[config.mk]
export PLATFORM = sky130hd
export DESIGN_NAME = alu_issue_ctrl_flat
export DESIGN_NICKNAME = d
export VERILOG_FILES = /design/src/rtl/alu_issue_ctrl_if.sv /design/src/rtl/alu_issue_ctrl.sv /design/src/flat_wrapper.sv
export SDC_FILE = /design/constraint.sdc
export NUM_CORES = 1
export LEC_CHECK = 0
export CAP_MARGIN = 20
export CORE_ASPECT_RATIO = 2
export CORE_MARGIN = 10
export CORE_UTILIZATION = 45
export DETAILED_ROUTE_END_ITERATION = 12
export DONT_BUFFER_PORTS = 1
export HOLD_SLACK_MARGIN = 0.02
export PLACE_DENSITY = 0.61
export SLEW_MARGIN = 10
export SYNTH_ARGS = -nofsm -noshare
export SYNTH_HDL_FRONTEND = slang
export SYNTH_SLANG_ARGS = --single-unit
[constraint.sdc]
create_clock -name clk -period 3.12 [get_ports clk]
set_clock_uncertainty 0.15 [all_clocks]
set_input_delay 0.624 -clock clk [delete_from_list [all_inputs] [get_ports clk]]
set_output_delay 0.624 -clock clk [all_outputs]
set_load 0.05 [all_outputs]
[src/rtl/alu_issue_ctrl_if.sv]
// Command channel from instruction decode into the ALU issue controller.
// A command transfers on a rising edge where cmd_valid && cmd_ready; payload is sampled only then.
interface alu_issue_ctrl_if;
  logic       cmd_valid;
  logic       cmd_ready;
  logic [2:0] cmd_op;
  logic [2:0] cmd_rd;
  logic [2:0] cmd_rs;
  logic [2:0] cmd_rt;

  modport master (
    output cmd_valid, cmd_op, cmd_rd, cmd_rs, cmd_rt,
    input  cmd_ready
  );

  modport slave (
    input  cmd_valid, cmd_op, cmd_rd, cmd_rs, cmd_rt,
    output cmd_ready
  );
endinterface

[src/rtl/alu_issue_ctrl.sv]
// Issues register-file operands to an external combinational ALU, waits EXEC_CYCLES,
// then writes the result back and latches the flags. Sequence: IDLE -> EXEC -> WB -> IDLE.
module alu_issue_ctrl #(
  parameter int EXEC_CYCLES = 1,
  parameter int REG_COUNT   = 8
) (
  input  logic                 clk,
  input  logic                 rst,
  alu_issue_ctrl_if.slave      cmd,
  input  logic                 ld_en,
  input  logic [2:0]           ld_addr,
  input  logic [31:0]          ld_data,
  output logic [31:0]          alu_a,
  output logic [31:0]          alu_b,
  output logic [2:0]           alu_op,
  input  logic [31:0]          alu_result,
  input  logic                 alu_v,
  input  logic                 alu_c,
  input  logic                 alu_z,
  input  logic                 alu_s,
  output logic [3:0]           flags,
  output logic                 done,
  output logic                 div_err,
  input  logic [2:0]           dbg_addr,
  output logic [31:0]          dbg_data,
  output logic [1:0]           dbg_state
);

  typedef enum logic [1:0] {IDLE = 2'd0, EXEC = 2'd1, WB = 2'd2} state_t;

  localparam int CW = (EXEC_CYCLES > 1) ? $clog2(EXEC_CYCLES) : 1;

  state_t          state, state_n;
  logic [31:0]     rf [REG_COUNT];
  logic [CW-1:0]   cnt;
  logic [2:0]      rd_q;
  logic [31:0]     res_q;
  logic [3:0]      flg_q;
  logic            dz_q;
  logic            accept;
  logic            exec_last;

  assign exec_last = (cnt == CW'(EXEC_CYCLES - 1));
  assign accept    = (state == IDLE) && cmd.cmd_valid && !ld_en;
  assign dbg_data  = (dbg_addr == 3'd0) ? 32'd0 : rf[dbg_addr];
  assign dbg_state = state;

  always_ff @(posedge clk or negedge rst) begin
    if (!rst) state <= IDLE;
    else      state <= state_n;
  end

  always_comb begin
    state_n       = state;
    cmd.cmd_ready = 1'b0;
    done          = 1'b0;
    div_err       = 1'b0;
    case (state)
      IDLE: begin
        // a direct load always wins the cycle over a pending command
        cmd.cmd_ready = !ld_en;
        if (accept) state_n = EXEC;
      end
      EXEC: begin
        if (exec_last) state_n = WB;
      end
      WB: begin
        done    = 1'b1;
        div_err = dz_q;
        state_n = IDLE;
      end
      default: state_n = IDLE;
    endcase
  end

  always_ff @(posedge clk or negedge rst) begin
    if (!rst) begin
      for (int i = 0; i < REG_COUNT; i++) rf[i] <= '0;
      alu_a  <= '0;
      alu_b  <= '0;
      alu_op <= '0;
      rd_q   <= '0;
      cnt    <= '0;
      res_q  <= '0;
      flg_q  <= '0;
      dz_q   <= 1'b0;
      flags  <= '0;
    end else begin
      case (state)
        IDLE: begin
          if (ld_en) begin
            if (ld_addr != 3'd0) rf[ld_addr] <= ld_data;
          end else if (cmd.cmd_valid) begin
            alu_a  <= rf[cmd.cmd_rs];
            alu_b  <= rf[cmd.cmd_rt];
            alu_op <= cmd.cmd_op;
            rd_q   <= cmd.cmd_rd;
            cnt    <= '0;
          end
        end
        EXEC: begin
          cnt <= cnt + 1'b1;
          if (exec_last) begin
            res_q <= alu_result;
            flg_q <= {alu_v, alu_c, alu_z, alu_s};
            dz_q  <= ((alu_op == 3'd3) || (alu_op == 3'd7)) && (alu_b == 32'd0);
          end
        end
        WB: begin
          // a suppressed divide leaves both the register file and flags untouched
          if (!dz_q) begin
            if (rd_q != 3'd0) rf[rd_q] <= res_q;
            flags <= flg_q;
          end
        end
        default: ;
      endcase
    end
  end

endmodule
[src/flat_wrapper.sv]
// flat-port wrapper written by rule: the top's interface ports become plain ports
module alu_issue_ctrl_flat 
#(
  parameter int EXEC_CYCLES = 1,
  parameter int REG_COUNT   = 8
)
  (clk, rst, ld_en, ld_addr, ld_data, alu_a, alu_b, alu_op, alu_result, alu_v, alu_c, alu_z, alu_s, flags, done, div_err, dbg_addr, dbg_data, dbg_state, cmd_cmd_valid, cmd_cmd_op, cmd_cmd_rd, cmd_cmd_rs, cmd_cmd_rt, cmd_cmd_ready);
  alu_issue_ctrl_if cmd_i ();
  input  logic clk;
  input  logic rst;
  input  logic ld_en;
  input  logic [2:0] ld_addr;
  input  logic [31:0] ld_data;
  output logic [31:0] alu_a;
  output logic [31:0] alu_b;
  output logic [2:0] alu_op;
  input  logic [31:0] alu_result;
  input  logic alu_v;
  input  logic alu_c;
  input  logic alu_z;
  input  logic alu_s;
  output logic [3:0] flags;
  output logic done;
  output logic div_err;
  input  logic [2:0] dbg_addr;
  output logic [31:0] dbg_data;
  output logic [1:0] dbg_state;
  input wire logic [$bits(cmd_i.cmd_valid)-1:0] cmd_cmd_valid;
  input wire logic [$bits(cmd_i.cmd_op)-1:0] cmd_cmd_op;
  input wire logic [$bits(cmd_i.cmd_rd)-1:0] cmd_cmd_rd;
  input wire logic [$bits(cmd_i.cmd_rs)-1:0] cmd_cmd_rs;
  input wire logic [$bits(cmd_i.cmd_rt)-1:0] cmd_cmd_rt;
  output wire logic [$bits(cmd_i.cmd_ready)-1:0] cmd_cmd_ready;
  assign cmd_i.cmd_valid = cmd_cmd_valid;
  assign cmd_i.cmd_op = cmd_cmd_op;
  assign cmd_i.cmd_rd = cmd_cmd_rd;
  assign cmd_i.cmd_rs = cmd_cmd_rs;
  assign cmd_i.cmd_rt = cmd_cmd_rt;
  assign cmd_cmd_ready = cmd_i.cmd_ready;
  alu_issue_ctrl #(.EXEC_CYCLES(EXEC_CYCLES), .REG_COUNT(REG_COUNT)) u_core (.clk(clk), .rst(rst), .cmd(cmd_i), .ld_en(ld_en), .ld_addr(ld_addr), .ld_data(ld_data), .alu_a(alu_a), .alu_b(alu_b), .alu_op(alu_op), .alu_result(alu_result), .alu_v(alu_v), .alu_c(alu_c), .alu_z(alu_z), .alu_s(alu_s), .flags(flags), .done(done), .div_err(div_err), .dbg_addr(dbg_addr), .dbg_data(dbg_data), .dbg_state(dbg_state));
endmodule
---- After elaboration in Yosys (flattened, before gate mapping) ----
Cells that the tools add are included.
Widths: inputs -> output; s select.
storage, ports and cells
  input bits .............................. 90
  bits in registers ....................... 370
  logic and storage cells ................. 96
  output and inout port bits .............. 108
cells by class
  add/subtract/negate cells ............... 1
  bitwise gates (word level) .............. 8
  mux-type cells .......................... 30
  eq/ne operators ......................... 12
  order comparisons ....................... 7
  reduce and logical (&&, ||, !) cells .... 20
operators with widths
  kind                count
  $mux 256            4
  $bwmux 256          2
  $pmux 256 s2        1
  $bmux 32 s3         3
  $mux 32             9
  $demux 32 s3        2
  $logic_not 32->1    1
  $ge 4x4->1 const B  5
  $not 3->4           5
  $ne 2x2->1 const B  6
  $lt 4x1->1 const B  2
  $reduce_and 2->1    3
  $reduce_and 3->1    2
  $reduce_bool 3->1   2
  $logic_and 1x1->1   5
  $mux 1              5
  $reduce_and 5->1    1
  $mux 2              2
  $ne 2x1->1 const B  2
  $pmux 2 s2          1
  $reduce_bool 2->1   2
  $eq 3x2->1 const B  1
  $eq 3x3->1 const B  1
  $logic_not 3->1     1
  8 further kinds     10

---- Longest topological paths before layout ----
Gate-level depths: netlist of run 1.
  depth after elaboration ................. 9
  depth in mapped cells ................... 8
  depth with buffers taken out ............ 5

---- Least setup slack after synthesis of run 1 ----
OpenSTA, ideal clock, no wires.
  path kind ............................... in2out
  from .................................... input port dbg_addr[0]
  to ...................................... output port dbg_data[0]
  data arrival time ....................... 2.776 ns
  stages .................................. 5
  slack ................................... -0.430 ns
  data required time ...................... 2.346 ns
  buffers on the path ..................... 3
  cell sequence ........................... buf_2 -> clkbuf_1 -> clkbuf_1 -> a22oi_1 -> o21ai_0
on the way
  cells in the longest elaborated chain, start to end .. 5
  elaborated cells between the ends (all ways) .. 6
  those cells by class .................... mux (4); bitwise (1); reduce/logical (1)
RTL lines
  item                                        RTL line              source
  start: declaration                          flat_wrapper.sv:25    input logic [2:0] dbg_addr;
  $not 3->4 (not written as such)             alu_issue_ctrl.sv:45  assign dbg_data = (dbg_addr == 3'd0) ? 32'd0 : rf[dbg_addr];
  $bmux 32 s3                                 alu_issue_ctrl.sv:45
  $mux 32 (not written as such) (2 in a row)  alu_issue_ctrl.sv:45
  $mux 32 (*)                                 alu_issue_ctrl.sv:45
  end: declaration                            flat_wrapper.sv:26    output logic [31:0] dbg_data;
Every way passes the cells marked *; elsewhere a longest branch is shown, timed or not. The select of a mux whose other input is x is not followed.

---- Worst setup path after layout of run 1 ----
  from .................................... register u_core.state[0], in the netlist u_core.dbg_state[0]
  to ...................................... output port div_err
on the way
  cells in the longest elaborated chain, start to end .. 2
RTL lines
  item                      RTL line              source
  start: declaration        alu_issue_ctrl.sv:33  state_t state, state_n;
  start signal: assignment  alu_issue_ctrl.sv:50  else state <= state_n;
  $eq 2x2->1                alu_issue_ctrl.sv:58  case (state)
  $mux 1                    alu_issue_ctrl.sv:58
  end: declaration          flat_wrapper.sv:24    output logic div_err;
Every way passes these cells.

==> results.json, run 1 <==
{
  "seq_area_frac_synth_pct": 43.4,
  "core_um2": 46800,
  "fin_total_pwr_mw": 19.6,
  "clock_sinks": 370,
  "start_kind": "flop",
  "synth_warnings": 0,
  "synth_top_area_cell": "dfrtp_1",
  "cp_data_required_time_ns": 2.35,
  "viasPerCell": 6.78,
  "dp_hpwl_mm": 45.5,
  "final-setup-viol-count": 0,
  "wl_mm": 73.5,
  "worstPathArrival_ns": 2.27,
  "slew_viol_final": 0,
  "nFillCells": 4095,
  "synth_edf_count": 0,
  "dieWidth_um": 174,
  "post_cts_buffers": 0,
  "ys_ff_latch": 370,
  "drive_above_1_share_pct": 38.9,
  "hold_violations": 370,
  "peakVddDrop_v": 0.000692,
  "synth.most_common_cell": "dfrtp_1",
  "grt_pass1_wl_mm": 110,
  "die_h_um": 328,
  "synth_common_cells": "dfrtp_1, mux2_2, mux4_2",
  "cpMaxStageDelayCell": "buf_4",
  "synth.top_cell.area_share_pct": 43.4,
  "powerDensity_nw_per_um2": 829,
  "worstPathCellList": "nand2b_2 -> inv_2 -> buf_4 -> and2_1 -> buf_12",
  "syn_area_per_cell_um2": 12.8,
  "worstSetupPathType": "flop to output port",
  "gp_congestion": 0.845,
  "grt_pass1_vias": 16400,
  "grt-ovfl-total": 0,
  "cts_buffers": 37,
  "cts_tree": "done",
  "ios": 198,
  "grt_max_degree": 371,
  "max_slew_margin_pct": 9.39,
  "finalNonFillerCells": 2253,
  "leakagePower_nw": 9.98,
  "status": "finished with violations",
  "worstSkewPairLatency_ns": 0.55,
  "ys.flop_type": "dfrtp_1",
  "cp_max_fo": 24,
  "cts_resized": 0,
  "netlist_area_um2": 21300,
  "firstDrtPassIters": 7,
  "wl_per_cell_um": 32.6,
  "vias": 15300,
  "cts-htree-levels": 2,
  "rsz0062_at_grt": "false",
  "period_needed_ns": 3.04,
  "max_freq_mhz": 329,
  "synth_cells": 1665,
  "worstMarginPinSlew_ns": 1.36,
  "port_buffers": 0,
  "synthArstFlopShare_pct": 100,
  "syn_nets": 1755,
  "rr_worst_depth": 6,
  "cpPeakStageDelay_ns": 0.47,
  "cts_buffer_depth": 3,
  "antenna_left": 0,
  "dp.cells": 2182,
  "hold_ws_ns": -0.376,
  "antenna_found_initial": 8,
  "drt_iter0_drc": 1397,
  "violations": "hold timing",
  "drc": 0,
  "dieArea_um2": 57000,
  "hold_class": "input pin to asynchronous set/reset pin",
  "initial_core_util_pct": 45.6,
  "grt_usage_pct": 25.4,
  "rows": 112,
  "max_cap_viol_count": 0,
  "root_buffer": "clkbuf_16",
  "path_clk_slew_ns": 0.07,
  "nets": 1684,
  "area_growth_pct": 10.9,
  "cp-end-kind": "output port",
  "ys_types": 39,
  "netlist_top_cells_area": "dfrtp_1, mux4_2, mux2_2",
  "fin_crit_sh_pct": 97.4
}
==> cells in the final DEF, fill, tap and decap left out, types with 3 or more instances in the layout <==
cell type    n
o21ai_4      6
clkinv_2     7
nand2_1     99
nor4_1       7
nand3b_1     5
mux2_1      20
clkbuf_8    10
clkbuf_16   39
buf_4       52
nor2_1      76
o21ai_2     29
o22ai_1     96
mux2_4      30
a21oi_1     66
dfrtp_1    370
mux4_2     160
or3b_2       3
buf_12      29
nand3_1      3
a22oi_1     31
o2bb2ai_1  128
mux2_2     251
mux2i_1     65
diode_2      4
clkbuf_1     9
==> worst max-delay path: cells and delay by family (launching register included) <==
family,cells,cell delay (ns)
flip-flops,1,0.40
buffers and inverters,3,0.74
AND/OR/NAND/NOR,2,0.55
==> state kept, by name, summed over array words and instances (netlist names), 2 cells and up <==
signal            count
u_core.flg_q          4
u_core.rd_q           3
u_core.alu_a         32
u_core.alu_op         3
u_core.flags          4
u_core.alu_b         32
u_core.rf           256
u_core.dbg_state      2
u_core.res_q         32
==> per-layer routing <==
metal | routed length, um | track usage, % | up-vias
li1 | - | - | 6305
met1 | 25700 | 28.1 | 8035
met2 | 39000 | 45.6 | 749
met3 | 5540 | 5.01 | 186
met4 | 3280 | 12.5 | 4
met5 | 27 | 0 | -
==> report_power, final <==
part / internal (mW) / leakage [nW] / switching (mW)
logic: 2.71 / 4.48 / 2.58
clock network: 2.62 / 0.609 / 2.00
registers: 6.20 / 4.88 / 3.50
==> path summary, 6_finish.rpt <==
check,from,end,slack (ns)
max in group asynchronous,rst,u_core.alu_a[16]$_DFFE_PN0P_,2.10
min,rst,u_core.alu_op[2]$_DFFE_PN0P_,-0.38
min reg2reg,u_core.rf[240]$_DFFE_PN0P_,u_core.rf[240]$_DFFE_PN0P_,0.25
max reg2reg,u_core.dbg_state[1]$_DFFE_PN0P_,u_core.rf[58]$_DFFE_PN0P_,0.32
max,u_core.dbg_state[0]$_DFFE_PN0P_,div_err,0.08
min in group clk,alu_result[23],u_core.res_q[23]$_DFFE_PN0P_,0.07
==> through the flow <==
step	TNS (ns)	hold slack, ns	instance area (um^2)	setup WS [ns]	util [%]
finish	0	-0.376	23700	0.0804	50.6
global route	0	-0.382	23700	0.0132	50.5
CTS	0	-0.364	23700	0.0696	50.5
detailed placement	0	0.212	22400	0.308	47.9
global placement	0	0.210	22400	0.362	47.9
floorplan	-0.0554	0.178	21400	-0.0554	-
==> logic make-up (layout without fill, tap and decap cells) <==
family / after synthesis / in the layout / synth area share [%]
multiplexers: 526 / 526 / 36.4
other: 0 / 4 / 0
AND/OR/NAND/NOR: 211 / 211 / 4.27
flip-flops: 370 / 370 / 43.4
AO/OA/AOI/OAI: 364 / 364 / 11.9
buffers and inverters: 194 / 151 / 4.04
==> area by class of cell <==
class / instances / area [um^2] / area share, %
antenna: 4 / 10.0 / 0.0423
inverter: 3 / 11.3 / 0.0476
tap: 627 / 785 / 3.32
sequential: 370 / 9260 / 39.1
timing repair buffer: 81 / 971 / 4.10
clock buffer: 58 / 1150 / 4.85
clock inverter: 9 / 73.8 / 0.312
multi-input combinational: 1101 / 11400 / 48.2
Note: power is estimated with default switching activity, not from simulation.
==> run 2: changes to the inputs <==
--- a/config.mk
+++ b/config.mk
@@ -5,14 +5,13 @@
 export SDC_FILE = /design/constraint.sdc
 export NUM_CORES = 1
 export LEC_CHECK = 0
-export CAP_MARGIN = 20
+export CAP_MARGIN = 30
 export CORE_ASPECT_RATIO = 2
 export CORE_MARGIN = 10
 export CORE_UTILIZATION = 45
 export DETAILED_ROUTE_END_ITERATION = 12
 export DONT_BUFFER_PORTS = 1
 export HOLD_SLACK_MARGIN = 0.02
-export PLACE_DENSITY = 0.61
 export SLEW_MARGIN = 10
 export SYNTH_ARGS = -nofsm -noshare
 export SYNTH_HDL_FRONTEND = slang
==> run 2 against run 1 <==
Against the previous run:
- the flow finishes with violations (hold timing, slew limit)
- largest power group unchanged
- critical path type unchanged
- largest cell class unchanged
- combinational power fell by 4%
- hold slack better by 0.029 ns
- critical endpoint unchanged
- critical path depth stayed put
- routed wire length grew 0.36%
- final cell count decreased by 0.44%
- first-iteration DRC count is 7.3% higher
- utilization shrank 0.65 points
- via count grew 0.24%
- global-route usage about the same
- maximum frequency barely moved
- die area unchanged
- register-to-register slack improved by 0.16 ns
==> results.json, run 2 (synthesis results as in run 1) <==
{
  "hold_class": "input pin to asynchronous set/reset pin",
  "p_switching_mw": 8.07,
  "grt-ovfl-total": 0,
  "multiInputGateArea_um2": 11400,
  "max_slew_margin_pct": -15.5,
  "drive_above_1_share_pct": 38.7,
  "period_needed_ns": 3.04,
  "leakagePower_nw": 9.88,
  "cts_resized": 0,
  "gp_congestion": 0.819,
  "comb_power_share_pct": 26.2,
  "root_buffer": "clkbuf_16",
  "cpPeakStageDelay_ns": 0.46,
  "cp_num_buf_inv": 3,
  "die_h_um": 328,
  "ios": 198,
  "area_growth_pct": 9.52,
  "fin_crit_sh_pct": 97.4,
  "powerDensity_nw_per_um2": 833,
  "hold_violations": 310,
  "dieWidth_um": 174,
  "status": "finished with violations",
  "largest_reg_flops": 256,
  "layout_setup_ws_ns": 0.0815,
  "seq_area_um2": 9260,
  "cp-end-kind": "output port",
  "violations": "hold timing, slew limit",
  "crit_family": "buffers and inverters",
  "dp_hpwl_mm": 44.5,
  "fin_util_pct": 49.9,
  "start_kind": "flop",
  "nFillCells": 4150,
  "grt_pass1_vias": 16200,
  "cp_data_required_time_ns": 2.35,
  "wl_mm": 73.8,
  "rr_startpoint": "u_core.dbg_state[0]$_DFFE_PN0P_",
  "final-setup-viol-count": 0,
  "initial_core_util_pct": 45.6,
  "antenna_left": 0,
  "core_um2": 46800,
  "worstSetupPathType": "flop to output port",
  "dieArea_um2": 57000,
  "port_buffers": 0,
  "p_sw_share_pct": 41.5,
  "reg2reg_to": "u_core.rf[202]$_DFFE_PN0P_",
  "firstDrtPassIters": 5,
  "dp_slack_ns": 0.479,
  "fin_total_pwr_mw": 19.5,
  "hold_ws_ns": -0.347,
  "slew_viol_final": 132,
  "drt_iter0_drc": 1499,
  "path_clk_slew_ns": 0.06,
  "max_cap_viol_count": 0,
  "rsz0062_at_grt": "false",
  "dp.cells": 2174,
  "peakVddDrop_v": 0.000596,
  "placed_area_um2": 22100,
  "regMostFlops": "u_core.rf",
  "wl_met3_mm": 5.47,
  "worstMarginPinSlew_ns": 1.73,
  "grt_max_degree": 371,
  "layout_common_cells": "dfrtp_1, mux2_2, mux4_2, o2bb2ai_1, nand2_1",
  "cpMaxStageDelayCell": "buf_4",
  "routedLengthMet1_mm": 26.7,
  "clock_sinks": 370,
  "rows": 112,
  "routed.top_layer": "met5",
  "worstPathCellList": "nand2b_2 -> inv_2 -> buf_4 -> and2_1 -> buf_12",
  "cts_tree": "done",
  "rr_worst_depth": 7,
  "finalInstanceArea_um2": 23400,
  "finalNonFillerCells": 2243,
  "intPower_mw": 11.4,
  "worstSkewPairLatency_ns": 0.54,
  "drc": 0,
  "setup-tns-final_ns": 0,
  "post_cts_buffers": 0,
  "vias": 15300,
  "viasPerCell": 6.83,
  "antenna_found_initial": 4,
  "grt_pass1_wl_mm": 110,
  "cts-htree-levels": 2,
  "grt_usage_pct": 25.4,
  "cts_buffer_depth": 3,
  "wl_per_cell_um": 32.9,
  "max_freq_mhz": 329,
  "r2r_slack_ns": 0.48,
  "nets": 1677,
  "worstPathArrival_ns": 2.26,
  "power.share.sequential_pct": 50.0,
  "cts_buffers": 38,
  "layout_commonest_cell": "dfrtp_1",
  "wl_met2_mm": 38.3,
  "cp_max_fo": 21,
  "clkPwrFrac_pct": 23.8
}
## run 2: area by class of cell
class,instances,area share [%]
Antenna cell,3,0.0321
Clock buffer,60,4.99
Clock inverter,6,0.262
Inverter,3,0.0482
Multi-Input combinational cell,1101,48.8
Sequential cell,370,39.6
Tap cell,627,3.36
Timing Repair Buffer,73,2.83
## run 2: metal layers
layer | up-vias | track usage (%)
met1 | 8107 | 29.1
met5 | - | 0
met3 | 181 | 4.80
met2 | 729 | 44.9
li1 | 6297 | -
met4 | 2 | 11.9
## run 2: worst max path at each step
stage                                         start                          to  slack, ns  cells after the start
floorplan                               dbg_addr[0]                 dbg_data[0]      -0.06                      5
global placement                         ld_addr[2]  u_core.rf[185]$_DFFE_PN0P_       0.50                      5
detailed placement                       ld_addr[2]  u_core.rf[168]$_DFFE_PN0P_       0.48                      5
CTS                 u_core.dbg_state[0]$_DFFE_PN0P_                     div_err       0.12                      5
global route        u_core.dbg_state[0]$_DFFE_PN0P_                     div_err       0.04                      5
finish              u_core.dbg_state[0]$_DFFE_PN0P_                     div_err       0.08                      5
## run 2: power by group through the flow
stage	Sequential [mW]	Clock, mW	Combinational, mW
final	9.72	4.64	5.10
after detailed placement	9.80	0	5.09
after floorplan	8.95	0	4.04
after global routing	9.92	4.87	5.45
after CTS	9.71	4.71	5.11
after global placement	9.73	0	5.00
